File: src/rtl/sprite_mask_arbiter.sv
// Round-robin arbiter sharing one single-port sprite-mask ROM between pixel requesters.
// Define SPRITE_ARB_FIXED_PRIO_EN to replace round-robin with fixed lowest-index priority.
module sprite_mask_arbiter #(
    parameter int unsigned TILE_SIZE  = 16,
    parameter int unsigned NUM_IMAGES = 16,
    parameter int unsigned NUM_REQ    = 4,
    parameter int unsigned IMG_W      = 4,
    parameter int unsigned COORD_W    = 4
) (
    input  logic                           clk,
    input  logic                           rst,
    input  logic [NUM_REQ-1:0]             req_valid,
    input  logic [NUM_REQ-1:0]             req_burst,
    input  logic [NUM_REQ*IMG_W-1:0]       req_img,
    input  logic [NUM_REQ*COORD_W-1:0]     req_x,
    input  logic [NUM_REQ*COORD_W-1:0]     req_y,
    output logic [NUM_REQ-1:0]             req_ready,
    output logic                           rom_en,
    output logic [IMG_W+2*COORD_W-1:0]     rom_addr,
    input  logic                           rom_data,
    output logic [NUM_REQ-1:0]             resp_valid,
    output logic                           resp_pixel,
    output logic                           resp_last,
    output logic                           busy
);

    localparam int unsigned IdW = $clog2(NUM_REQ);
    localparam logic [COORD_W-1:0] XLast = COORD_W'(TILE_SIZE - 1);
    localparam logic [IMG_W:0] ImgLimit = (IMG_W+1)'(NUM_IMAGES);

    typedef enum logic [0:0] {StIdle, StBurst} state_e;

    state_e               state_q, state_d;
    logic [IMG_W-1:0]     img_q, img_d;
    logic [COORD_W-1:0]   y_q, y_d;
    logic [COORD_W-1:0]   cur_x_q, cur_x_d;
    logic [IdW-1:0]       id_q, id_d;
`ifndef SPRITE_ARB_FIXED_PRIO_EN
    logic [IdW-1:0]       rr_ptr_q, rr_ptr_d;
`endif

    logic                 p1_valid_q, p1_valid_d;
    logic [IdW-1:0]       p1_id_q, p1_id_d;
    logic                 p1_last_q, p1_last_d;
    logic                 p1_oor_q, p1_oor_d;
    logic [NUM_REQ-1:0]   resp_valid_q, resp_valid_d;
    logic                 resp_pixel_q, resp_pixel_d;
    logic                 resp_last_q, resp_last_d;

    logic                 grant_found;
    logic [IdW-1:0]       grant_id;
    logic [IMG_W-1:0]     g_img;
    logic [COORD_W-1:0]   g_x, g_y;
    logic                 g_burst;

    logic                 acc_issue, acc_last, acc_oor;
    logic [IMG_W-1:0]     acc_img;
    logic [COORD_W-1:0]   acc_y, acc_x;
    logic [IdW-1:0]       acc_id;

    // First valid requester in search order, then its payload.
    always_comb begin
        logic [IdW-1:0] idx;
        grant_found = 1'b0;
        grant_id    = '0;
        idx         = '0;
        for (int unsigned i = 0; i < NUM_REQ; i++) begin
`ifdef SPRITE_ARB_FIXED_PRIO_EN
            idx = IdW'(i);
`else
            idx = IdW'((32'(rr_ptr_q) + i) % NUM_REQ);
`endif
            if (!grant_found && req_valid[idx]) begin
                grant_found = 1'b1;
                grant_id    = idx;
            end
        end
        g_img   = '0;
        g_x     = '0;
        g_y     = '0;
        g_burst = 1'b0;
        for (int unsigned k = 0; k < NUM_REQ; k++) begin
            if (grant_id == IdW'(k)) begin
                g_img   = req_img[k*IMG_W +: IMG_W];
                g_x     = req_x[k*COORD_W +: COORD_W];
                g_y     = req_y[k*COORD_W +: COORD_W];
                g_burst = req_burst[k];
            end
        end
    end

    always_comb begin
        state_d   = state_q;
        img_d     = img_q;
        y_d       = y_q;
        cur_x_d   = cur_x_q;
        id_d      = id_q;
`ifndef SPRITE_ARB_FIXED_PRIO_EN
        rr_ptr_d  = rr_ptr_q;
`endif
        req_ready = '0;
        acc_issue = 1'b0;
        acc_last  = 1'b0;
        acc_img   = img_q;
        acc_y     = y_q;
        acc_x     = cur_x_q;
        acc_id    = id_q;
        unique case (state_q)
            StIdle: begin
                if (grant_found && !rst) begin
                    req_ready = {{(NUM_REQ-1){1'b0}}, 1'b1} << grant_id;
`ifndef SPRITE_ARB_FIXED_PRIO_EN
                    rr_ptr_d  = (grant_id == IdW'(NUM_REQ - 1)) ? '0 : grant_id + IdW'(1);
`endif
                    acc_issue = 1'b1;
                    acc_img   = g_img;
                    acc_y     = g_y;
                    acc_x     = g_x;
                    acc_id    = grant_id;
                    acc_last  = !g_burst || (g_x == XLast);
                    if (g_burst) begin
                        img_d   = g_img;
                        y_d     = g_y;
                        id_d    = grant_id;
                        cur_x_d = g_x + COORD_W'(1);
                        if (g_x != XLast) begin
                            state_d = StBurst;
                        end
                    end
                end
            end
            StBurst: begin
                acc_issue = !rst;
                acc_last  = (cur_x_q == XLast);
                cur_x_d   = cur_x_q + COORD_W'(1);
                if (cur_x_q == XLast) begin
                    state_d = StIdle;
                end
            end
            default: state_d = StIdle;
        endcase
    end

    // Out-of-range images are sequenced like any other but never touch the ROM.
    always_comb begin
        acc_oor  = ({1'b0, acc_img} >= ImgLimit);
        rom_en   = acc_issue && !acc_oor;
        rom_addr = rom_en ? {acc_img, acc_y, acc_x} : '0;
        busy     = (state_q == StBurst);

        p1_valid_d   = acc_issue;
        p1_id_d      = acc_id;
        p1_last_d    = acc_last;
        p1_oor_d     = acc_oor;
        resp_valid_d = p1_valid_q ? ({{(NUM_REQ-1){1'b0}}, 1'b1} << p1_id_q) : '0;
        resp_pixel_d = p1_valid_q && !p1_oor_q && rom_data;
        resp_last_d  = p1_valid_q && p1_last_q;
    end

    always_ff @(posedge clk) begin
        if (rst) begin
            state_q      <= StIdle;
            img_q        <= '0;
            y_q          <= '0;
            cur_x_q      <= '0;
            id_q         <= '0;
`ifndef SPRITE_ARB_FIXED_PRIO_EN
            rr_ptr_q     <= '0;
`endif
            p1_valid_q   <= 1'b0;
            p1_id_q      <= '0;
            p1_last_q    <= 1'b0;
            p1_oor_q     <= 1'b0;
            resp_valid_q <= '0;
            resp_pixel_q <= 1'b0;
            resp_last_q  <= 1'b0;
        end else begin
            state_q      <= state_d;
            img_q        <= img_d;
            y_q          <= y_d;
            cur_x_q      <= cur_x_d;
            id_q         <= id_d;
`ifndef SPRITE_ARB_FIXED_PRIO_EN
            rr_ptr_q     <= rr_ptr_d;
`endif
            p1_valid_q   <= p1_valid_d;
            p1_id_q      <= p1_id_d;
            p1_last_q    <= p1_last_d;
            p1_oor_q     <= p1_oor_d;
            resp_valid_q <= resp_valid_d;
            resp_pixel_q <= resp_pixel_d;
            resp_last_q  <= resp_last_d;
        end
    end

    assign resp_valid = resp_valid_q;
    assign resp_pixel = resp_pixel_q;
    assign resp_last  = resp_last_q;

endmodule

File: config.mk
export PLATFORM = sky130hd
export DESIGN_NAME = sprite_mask_arbiter
export DESIGN_NICKNAME = d
export VERILOG_FILES = /design/src/rtl/sprite_mask_arbiter.sv
export SDC_FILE = /design/constraint.sdc
export NUM_CORES = 1
export LEC_CHECK = 0
export CORE_MARGIN = 3
export CORE_UTILIZATION = 43
export CTS_BUF_LIST = sky130_fd_sc_hd__clkbuf_4
export DETAILED_ROUTE_END_ITERATION = 8
export HOLD_SLACK_MARGIN = 0.15
export PLACE_DENSITY = 0.91
export SLEW_MARGIN = 40
export SYNTH_ARGS = -nofsm -noshare
export SYNTH_HDL_FRONTEND = slang
export SYNTH_SLANG_ARGS = --single-unit
File: constraint.sdc
create_clock -name clk -period 3.9 [get_ports clk]
set_input_delay 0.78 -clock clk [delete_from_list [all_inputs] [get_ports clk]]
set_output_delay 0.78 -clock clk [all_outputs]
set_load 0.03 [all_outputs]
Word level (Yosys, flattened, before mapping)
Index checks and enable logic that the tools add are counted.
- add/subtract/negate cells: 6
- multipliers: 0
- divide/modulo/power cells: 0
- magnitude comparators: 4
- eq/ne operators: 8
- shifts and indexed selects: 2
- muxes and demuxes: 56
- bitwise operators: 2
- reduce and logical (&&, ||, !) cells: 17
- operators by type and width (cell ; count):
    4-bit 2-to-1 mux ; 22
    1-bit 2-to-1 mux ; 18
    2-bit 2-to-1 mux ; 7
    2-bit by 3-bit < comparator with 1-bit output (second input constant) ; 4
    12-bit 2-to-1 mux ; 1
    4-bit by 1-bit adder with 4-bit output (second input constant) ; 2
    1-bit binary-select mux with 2-bit select ; 4
    4-bit equality test (second input constant) ; 2
    4-bit one-hot mux with 2 select lines ; 1
    1-bit by 2-bit left shift with 4-bit output (first input constant) ; 2
    1-bit logical AND ; 6
    1-bit one-hot mux with 2 select lines ; 3
    1-bit zero test ; 5
    2-bit by 1-bit adder with 2-bit output (second input constant) ; 2
    2-bit adder (second input constant) ; 2
    2-bit equality test (second input constant) ; 2
    2-bit inequality test (second input constant) ; 2
    4-bit inequality test (second input constant) ; 1
    2-bit AND reduction ; 2
    3-bit AND reduction ; 1
    2-bit by 1-bit equality test with 1-bit output (second input constant) ; 1
    2-bit zero test ; 1
    1-bit inverter ; 2
    2-bit OR reduction ; 1
    1-bit logical OR ; 1
- register bits: 27
- latch bits: 0
- memory bits (writable): 0
- bits in read-only memories: 0
- input bits: 59
- output and inout bits: 24
- word-level logic and storage cells: 107
- memories kept: 0

Depth between registers and ports, before layout
Gate-level depths: netlist of the first run.
- depth after elaboration: 22
- depth in mapped cells: 14
- mapped depth without buffers: 13

Worst setup path before layout of the first run
OpenSTA, ideal clock, no wires.
- path kind: input-to-output
- from: in req_valid[2]
- to: out rom_addr[11]
- data arrival time: 3112 ps
- data required time: 3120 ps
- slack: 8 ps
- stages on the path: 10
- path buffers: 2
- path through: a22o_1 a221oi_1 and2_1 ha_1 buf_4 clkbuf_1 a221oi_1 nor3_1 a211oi_1 nor3_1
- word-level cells in the longest chain between the ends: 20
- elaborated cells on any way between the ends: 36
- those cells by class: 3 x eq/ne; 25 x mux; 8 x reduce/logical
- RTL lines (item ; RTL line ; RTL):
    start, declared ; 12 ; input logic [NUM_REQ-1:0] req_valid,
    1-bit binary-select mux with 2-bit select ; 73 ; if (!grant_found && req_valid[idx]) begin
    1-bit 2-to-1 mux (implied by the code) ; 73 ;
    1-bit 2-to-1 mux ; 73 ;
    1-bit zero test ; 73 ;
    1-bit logical AND ; 73 ;
    1-bit 2-to-1 mux ; 73 ;
    1-bit zero test ; 73 ;
    1-bit logical AND ; 73 ;
    (+3 left out) ; n/a ;
    2-bit 2-to-1 mux * ; 73 ;
    via grant_id[0] ; 51 ; logic [IdW-1:0] grant_id;
    2-bit zero test ; 83 ; if (grant_id == IdW'(k)) begin
    4-bit 2-to-1 mux (3 in series) ; 83 ;
    4-bit 2-to-1 mux * ; 83 ;
    4-bit 2-to-1 mux * ; 110 ; if (grant_found && !rst) begin
    4-bit 2-to-1 mux * ; 108 ; unique case (state_q)
    12-bit 2-to-1 mux * ; 148 ; rom_addr = rom_en ? {acc_img, acc_y, acc_x} : '0;
    end, declared ; 19 ; output logic [IMG_W+2*COORD_W-1:0] rom_addr,
Mark *: on every way through the listed nets, which the timed path passes. The rest lies on a longest branch. The select of a mux whose other input is x is not followed.

Worst setup path in the final report of the first run
- from: in req_valid[2]
- to: out rom_addr[7]
Same word-level chain as after synthesis.

==> results of run 1 <==
## where the power goes
part	leakage, nW	total, W	switching, W	internal, W
clock network	0.0183	0.000140	0.0000984	0.0000420
logic	1.06	0.00159	0.000809	0.000780
registers	0.222	0.000400	0.0000558	0.000344
## kinds of logic after synthesis
| logic type | Yosys count | synth area share (%) |
|---|---|---|
| mux | 7 | 3.89 |
| simple gates | 106 | 31.0 |
| compound gates | 61 | 24.8 |
| fa+ha+maj | 5 | 3.47 |
| buf+inv | 26 | 6.80 |
| flops | 27 | 30.0 |
## Yosys cell counts (3+ instances only)
master	number
nor2b_1	12
clkbuf_1	10
o31ai_1	4
nand2b_1	8
a221oi_1	10
a21oi_1	10
and2_1	7
inv_1	9
nand2_1	14
ha_1	5
a22oi_1	4
nand3b_1	4
mux2i_1	7
a211oi_1	13
or2_2	3
nor2_1	33
dfxtp_1	27
o21ai_0	8
nor3_1	12
## area by class of cell
class,count,share of cell area [%]
clock buffer,3,0.712
timing repair buffer,132,37.2
sequential,27,17.1
tap,48,1.90
clock inverter,1,0.277
multi-input combinational,179,41.7
inverter,9,1.07
## state kept, by name (all words and copies together) (netlist names)
name / flops
resp_valid: 4
p1_id_q: 2
resp_last: 1
rr_ptr_q: 2
busy: 1
y_q: 4
cur_x_q: 4
img_q: 4
p1_valid_q: 1
resp_pixel: 1
id_q: 2
p1_last_q: 1
## worst max path at each step
stage / startpoint / slack (ns) / endpoint / cells past startpoint
3_3_place_gp: req_valid[1] / -0.40 / rom_addr[3] / 15
6_report: req_valid[2] / 0.07 / rom_addr[7] / 15
2_1_floorplan: req_valid[2] / 0.008 / rom_addr[11] / 10
4_1_cts: req_valid[3] / 0.01 / rom_addr[7] / 15
5_1_grt: req_valid[2] / 0.0006 / rom_addr[3] / 14
3_5_place_dp: req_valid[3] / -0.51 / rom_addr[10] / 14
## critical path, cell delays in order
cell	delay [ns]
buf_2	0.13
buf_4	0.15
nor2_2	0.15
nand2_2	0.09
and2_4	0.16
buf_4	0.15
ha_4	0.17
buf_6	0.13
buf_4	0.15
a221oi_2	0.28
nor3_2	0.07
a211oi_2	0.28
nor3_1	0.07
buf_4	0.15
buf_12	0.13
## metrics by stage
step | total power (W) | instance area (µm²)
6_report | 0.00213 | 3160
5_1_grt | 0.00226 | 3160
4_1_cts | 0.00202 | 3120
3_5_place_dp | 0.00175 | 2940
3_3_place_gp | 0.00170 | 2940
2_1_floorplan | 0.00118 | 1800
## what timing repair did
item,4_1_cts,5_1_grt
endpoints found under the setup margin,13,13
setup buffers,2,2
gates resized for setup,40,18
pin swaps,14,10
## layer usage
metal | routed length, µm | up-vias | share of wire [%] | track usage [%]
met5 | 0 | - | 0 | 0
met3 | 537 | 28 | 7.9 | 4.83
met2 | 3430 | 135 | 50 | 48.4
met1 | 2630 | 1077 | 39 | 31.5
met4 | 219 | 0 | 3.2 | 9.19
li1 | - | 1077 | - | -
==> results.md, run 1 <==
- Status: completed
- Distinct cells, synth: 44
- GRT Total Usage: 26.8%
- Worst Hold End: resp_last
- DRT iter0 DRCs: 250
- Drt first pass iters: 5
- Most frequent cells in the layout: 62 x clkdlybuf4s50_1, 62 x buf_4, 31 x nor2_1
- Die height: 70.8 µm
- Routed vias/inst: 5.81
- Fmax: 261 MHz
- Starting Density: 46.8%
- GR Overflow Total: 0
- Fraction of the cycle the final worst path needs: 98.3%
- Setup violators final: 0
- Top_reg_cell synth: dfxtp_1
- Worst-Margin Slew: 0.395 ns
- IO Pins: 83
- DRC viols: 0
- Max Cap Viol: 0
- Fraction of the yosys area taken by sequential cells: 30.0%
- CTS sink cnt: 27
- R2r endpoint: id_q[0]
- CP arrival: 3.05 ns
- Leak: 1.30 nW
- TritonCTS clock tree: done
- Vias in the first global route: 2356
- CP required: 3.12 ns
- PnR worst setup slack: 0.0673 ns
- First-pass GRT wire length: 11000 µm
- DRT Wirelength: 6830 µm
- Final hold vios: 0
- Yosys top cell by area: dfxtp_1
- Fin crit period: 3.83 ns
- Clock-pin slew on the worst setup and hold paths: 0.17 ns
- Mapped cell area: 1800 µm²
- Hold path depth: 1
- Antenna-violating nets left: 0
- Reg2reg setup slack: 0.85 ns
- Critical Path Start Type: input pin
- Ys async rst share: 0%
- Crit Path Max Fanout: 8
- WHS: 0.465 ns
- Synthesis-to-finish area growth: 75.4%
- Initial antenna violation count: 0
- Maximum clock path buffer count: 2
- Share of cells above drive strength 1: 33.9%
- Synth Area per Inst: 7.77 µm²
- H-tree Lvls: 1
- Die Area: 5010 µm²
- Min-delay src: p1_last_q
- Pwr dens: 673 nW/µm²
- FF/Latch Area: 542 µm²
- Area share of the largest cell type after synthesis: 30.0%
- GPL Wtd Cong: 0.885
- Register bit total from synthesis: 27
- Worst IR drop on VDD: 0.349 mV
- Core area: 3850 µm²
- Multi-input gate area: 1320 µm²
- CTS Hold Buffers Added: 0
- Final TNS setup: 0 ns
- Element type at the critical path end: output pin
- Final Util: 82.1%
- CTS Buf Count: 3
- Slew Viols, Final: 0
- Relative slew slack: 73.5%
- Vias post-DR: 2317
- Final non-filler cell total: 399
- Fill cell count: 239
- Root buffer cell: clkbuf_4
- Reg2Reg Depth: 14
- Reg2Reg Launch Point: rr_ptr_q[0]
- Cell count after synthesis: 232
- PortBufs: 82
- Synth top area cells: dfxtp_1 30%, nor2_1 6.9%, a211oi_1 5.4%, a221oi_1 4.9%, nor2b_1 4.2%
- Dpl hpwl: 4810 µm
- Diodes inserted: 0
- Clock latency on the worst-skew pair: 0.34 ns
- EDFF count, synth: 0
- Largest net degree at the start of global routing: 25
- CP Class: input pin to output pin
- Row count: 22
- RSZ-0062 raised after global routing: false
- DP Worst Slack: -0.509 ns
- Syn nets: 296
- Placed insts: 391
- Setup Skew: 0.00172 ns
- Ys Warns: 0
- Nets: 416
- Wire length per cell: 17.1 µm
- Min-Delay Path Class: register to register
- Die width: 70.8 µm
Power figures use the tool's default switching activity.
==> run 2: changes to the inputs <==
--- a/config.mk
+++ b/config.mk
@@ -6,12 +6,11 @@
 export NUM_CORES = 1
 export LEC_CHECK = 0
 export CORE_MARGIN = 3
-export CORE_UTILIZATION = 43
+export CORE_UTILIZATION = 40
 export CTS_BUF_LIST = sky130_fd_sc_hd__clkbuf_4
 export DETAILED_ROUTE_END_ITERATION = 8
 export HOLD_SLACK_MARGIN = 0.15
-export PLACE_DENSITY = 0.91
-export SLEW_MARGIN = 40
+export PLACE_DENSITY = 0.86
 export SYNTH_ARGS = -nofsm -noshare
 export SYNTH_HDL_FRONTEND = slang
 export SYNTH_SLANG_ARGS = --single-unit
==> run 2 against run 1 <==
Compared with the run above:
- register-to-register slack worse by 0.19 ns
- utilization shrank 3.5 points
- non-clock buffer count increased by 10
- combinational power rose by 11%
- worst hold slack worse by 0.016 ns
- clock-buffer cell count is the same
- cell count increased by 3.0%
- clock power fell by 11%
- via count down 1.8%
- critical endpoint is now rom_addr[2]
- largest power group unchanged
- highest routed layer unchanged
==> results.md, run 2 (synthesis results as in run 1) <==
- Status: completed
- Max Cap Viol: 0 (unchanged)
- Die Area: 5350 µm² (+6.8%)
- Fmax: 263 MHz (+0.63%)
- Crit Path Max Fanout: 8 (unchanged)
- Critical Path Start Type: input pin
- Vias in the first global route: 2212 (-6.1%)
- PortBufs: 82 (unchanged)
- IO Pins: 83 (unchanged)
- Fin crit period: 3.81 ns (-0.0240 ns)
- GR Overflow Total: 0 (unchanged)
- Die width: 73.1 µm (+3.4%)
- CP max-delay cell: a221oi_2
- CP required: 3.12 ns (about the same)
- Final non-filler cell total: 411 (+3.0%)
- Fill cell count: 258 (+7.9%)
- DRT Wirelength: 6440 µm (-5.7%)
- Relative slew slack: 71.7% (-1.8 points)
- Largest net degree at the start of global routing: 28 (+12%)
- Antenna-violating nets left: 0 (unchanged)
- CP Class: input pin to output pin
- Largest stage delay, worst path: 0.27 ns (about the same)
- Critical-path cell list: buf_2, a22o_1, a221oi_2, and2_4, buf_6, ha_4, buf_6, a211oi_2, a211oi_1, buf_4, nand2b_4, o21ai_2, nor2b_4, buf_6
- Die height: 73.1 µm (+3.4%)
- GRT Total Usage: 24.6% (-2.2 points)
- Slew Viols, Final: 0 (unchanged)
- DRT iter0 DRCs: 155 (-38%)
- Final TNS setup: 0 ns (unchanged)
- Row count: 23 (+4.5%)
- Root buffer cell: clkbuf_4
- Clock-pin slew on the worst setup and hold paths: 0.14 ns (-0.03 ns)
- DRC viols: 0 (unchanged)
- Commonest non-fill, non-tap cell in the layout: buf_4
- Worst-Margin Slew: 0.421 ns (+0.0267 ns)
- Setup violators final: 0 (unchanged)
- Placed insts: 390 (-0.26%)
- Dpl hpwl: 4530 µm (-5.7%)
- CP arrival: 3.03 ns (-0.02 ns)
- Share of cells above drive strength 1: 35.7% (+1.8 points)
- Vias post-DR: 2275 (-1.8%)
- Pwr dens: 695 nW/µm² (+3.2%)
- H-tree Lvls: 1 (unchanged)
- CTS sink cnt: 27 (unchanged)
- Starting Density: 43.2% (-3.6 points)
- Initial antenna violation count: 0 (unchanged)
- Worst IR drop on VDD: 0.335 mV (-4.0%)
- Diodes inserted: 0 (unchanged)
- Routed vias/inst: 5.54 (-4.7%)
- TritonCTS clock tree: done
- CTS Hold Buffers Added: 0 (unchanged)
- Drt first pass iters: 4 (-1)
- GPL Wtd Cong: 0.834 (-5.8%)
- Maximum clock path buffer count: 2 (unchanged)
- Wire length per cell: 15.7 µm (-8.4%)
- CTS Buf Count: 3 (unchanged)
- Most frequent cells in the layout: 67 x buf_4, 62 x clkdlybuf4s50_1, 32 x nor2_1
- Fraction of the cycle the final worst path needs: 97.7% (-0.62 points)
- Element type at the critical path end: output pin
- First-pass GRT wire length: 10300 µm (-5.7%)
- Final hold vios: 0 (unchanged)
- Core area: 4170 µm² (+8.3%)
- Nets: 426 (+2.4%)
- Setup Skew: 0.00170 ns (-0.0000273 ns)
- Most used cell, CP: buf_6
- Synthesis-to-finish area growth: 81.8%
- Design Power: 0.00228 W (+7.0%)
- Min-Delay Path Class: register to register
- Clock latency on the worst-skew pair: 0.34 ns (about the same)
- Leak: 1.36 nW (+4.4%)
## run 2: changes by cell type in the layout (fill, tap and decap cells not counted), sizes merged
cell           before  now
inv                10    9
clkdlybuf4s15       0    1
clkinv              0    1
buf                68   77
## run 2: through the flow
| stage | cell area (µm²) | hold slack [ns] | utilization, % | setup slack [ns] |
|---|---|---|---|---|
| after floorplan | 1800 | 0.406 | - | 0.00805 |
| final | 3280 | 0.449 | 78.6 | 0.0913 |
| after CTS | 3200 | 0.449 | 76.7 | 0.00190 |
| after global routing | 3280 | 0.481 | 78.6 | -0.0324 |
| after global placement | 2910 | 0.410 | 69.7 | -0.536 |
| after detailed placement | 2910 | 0.416 | 69.7 | -0.761 |
## run 2: where the power goes
group | total (W) | leakage, nW | switching, W | internal (W)
logic | 0.00176 | 1.12 | 0.000843 | 0.000917
clock network | 0.000125 | 0.0177 | 0.0000864 | 0.0000387
registers | 0.000393 | 0.222 | 0.0000490 | 0.000344
total | 0.00228 | 1.36 | 0.000978 | 0.00130
## run 2: cell type report
type                    count  area (µm²)  area share, %
multi-input cells         179        1340           40.9
inverters                   9        36.3           1.11
clock inverters             1        5.00          0.153
repair buffers            142        1270           38.7
flip-flops and latches     27         542           16.5
well taps                  50        62.6           1.91
clock buffers               3        22.5          0.687
## run 2: worst max-delay path: cells and delay by family
kind / cells / cell delay, ns
AND/OR/NAND/NOR: 3 / 0.44
AO/OA/AOI/OAI: 5 / 0.92
adder cells (fa/ha/maj): 1 / 0.17
buffers and inverters: 5 / 0.71
## run 2: per-layer routing
metal  vias to the layer above  routed length [µm]  part of all wire (%)  track usage, %
li1                       1095                   -                     -               -
met1                      1062                2510                    39            28.7
met2                       107                3330                    52            45.7
met3                        11                 505                   7.8            4.82
met4                         0                  89                   1.4            5.33
met5                         -                   0                     0               0
## run 2: final timing paths
path | startpoint | endpoint | slack [ns] | depth (start not counted)
setup / recovery | req_valid[2] | rom_addr[2] | 0.09 | 14
hold / removal | p1_last_q | resp_last | 0.45 | 1
setup reg to reg | rr_ptr_q[0] | img_q[3] | 0.66 | 19
hold reg to reg | p1_last_q | resp_last | 0.45 | 1
## run 2: repair_timing
action | 4_1_cts | 5_1_grt
pin swaps | 10 | 12
buffers inserted | 13 | 3
gates resized for setup | 49 | 24
gates cloned | 1 | 0
setup endpoints to repair | 13 | 12
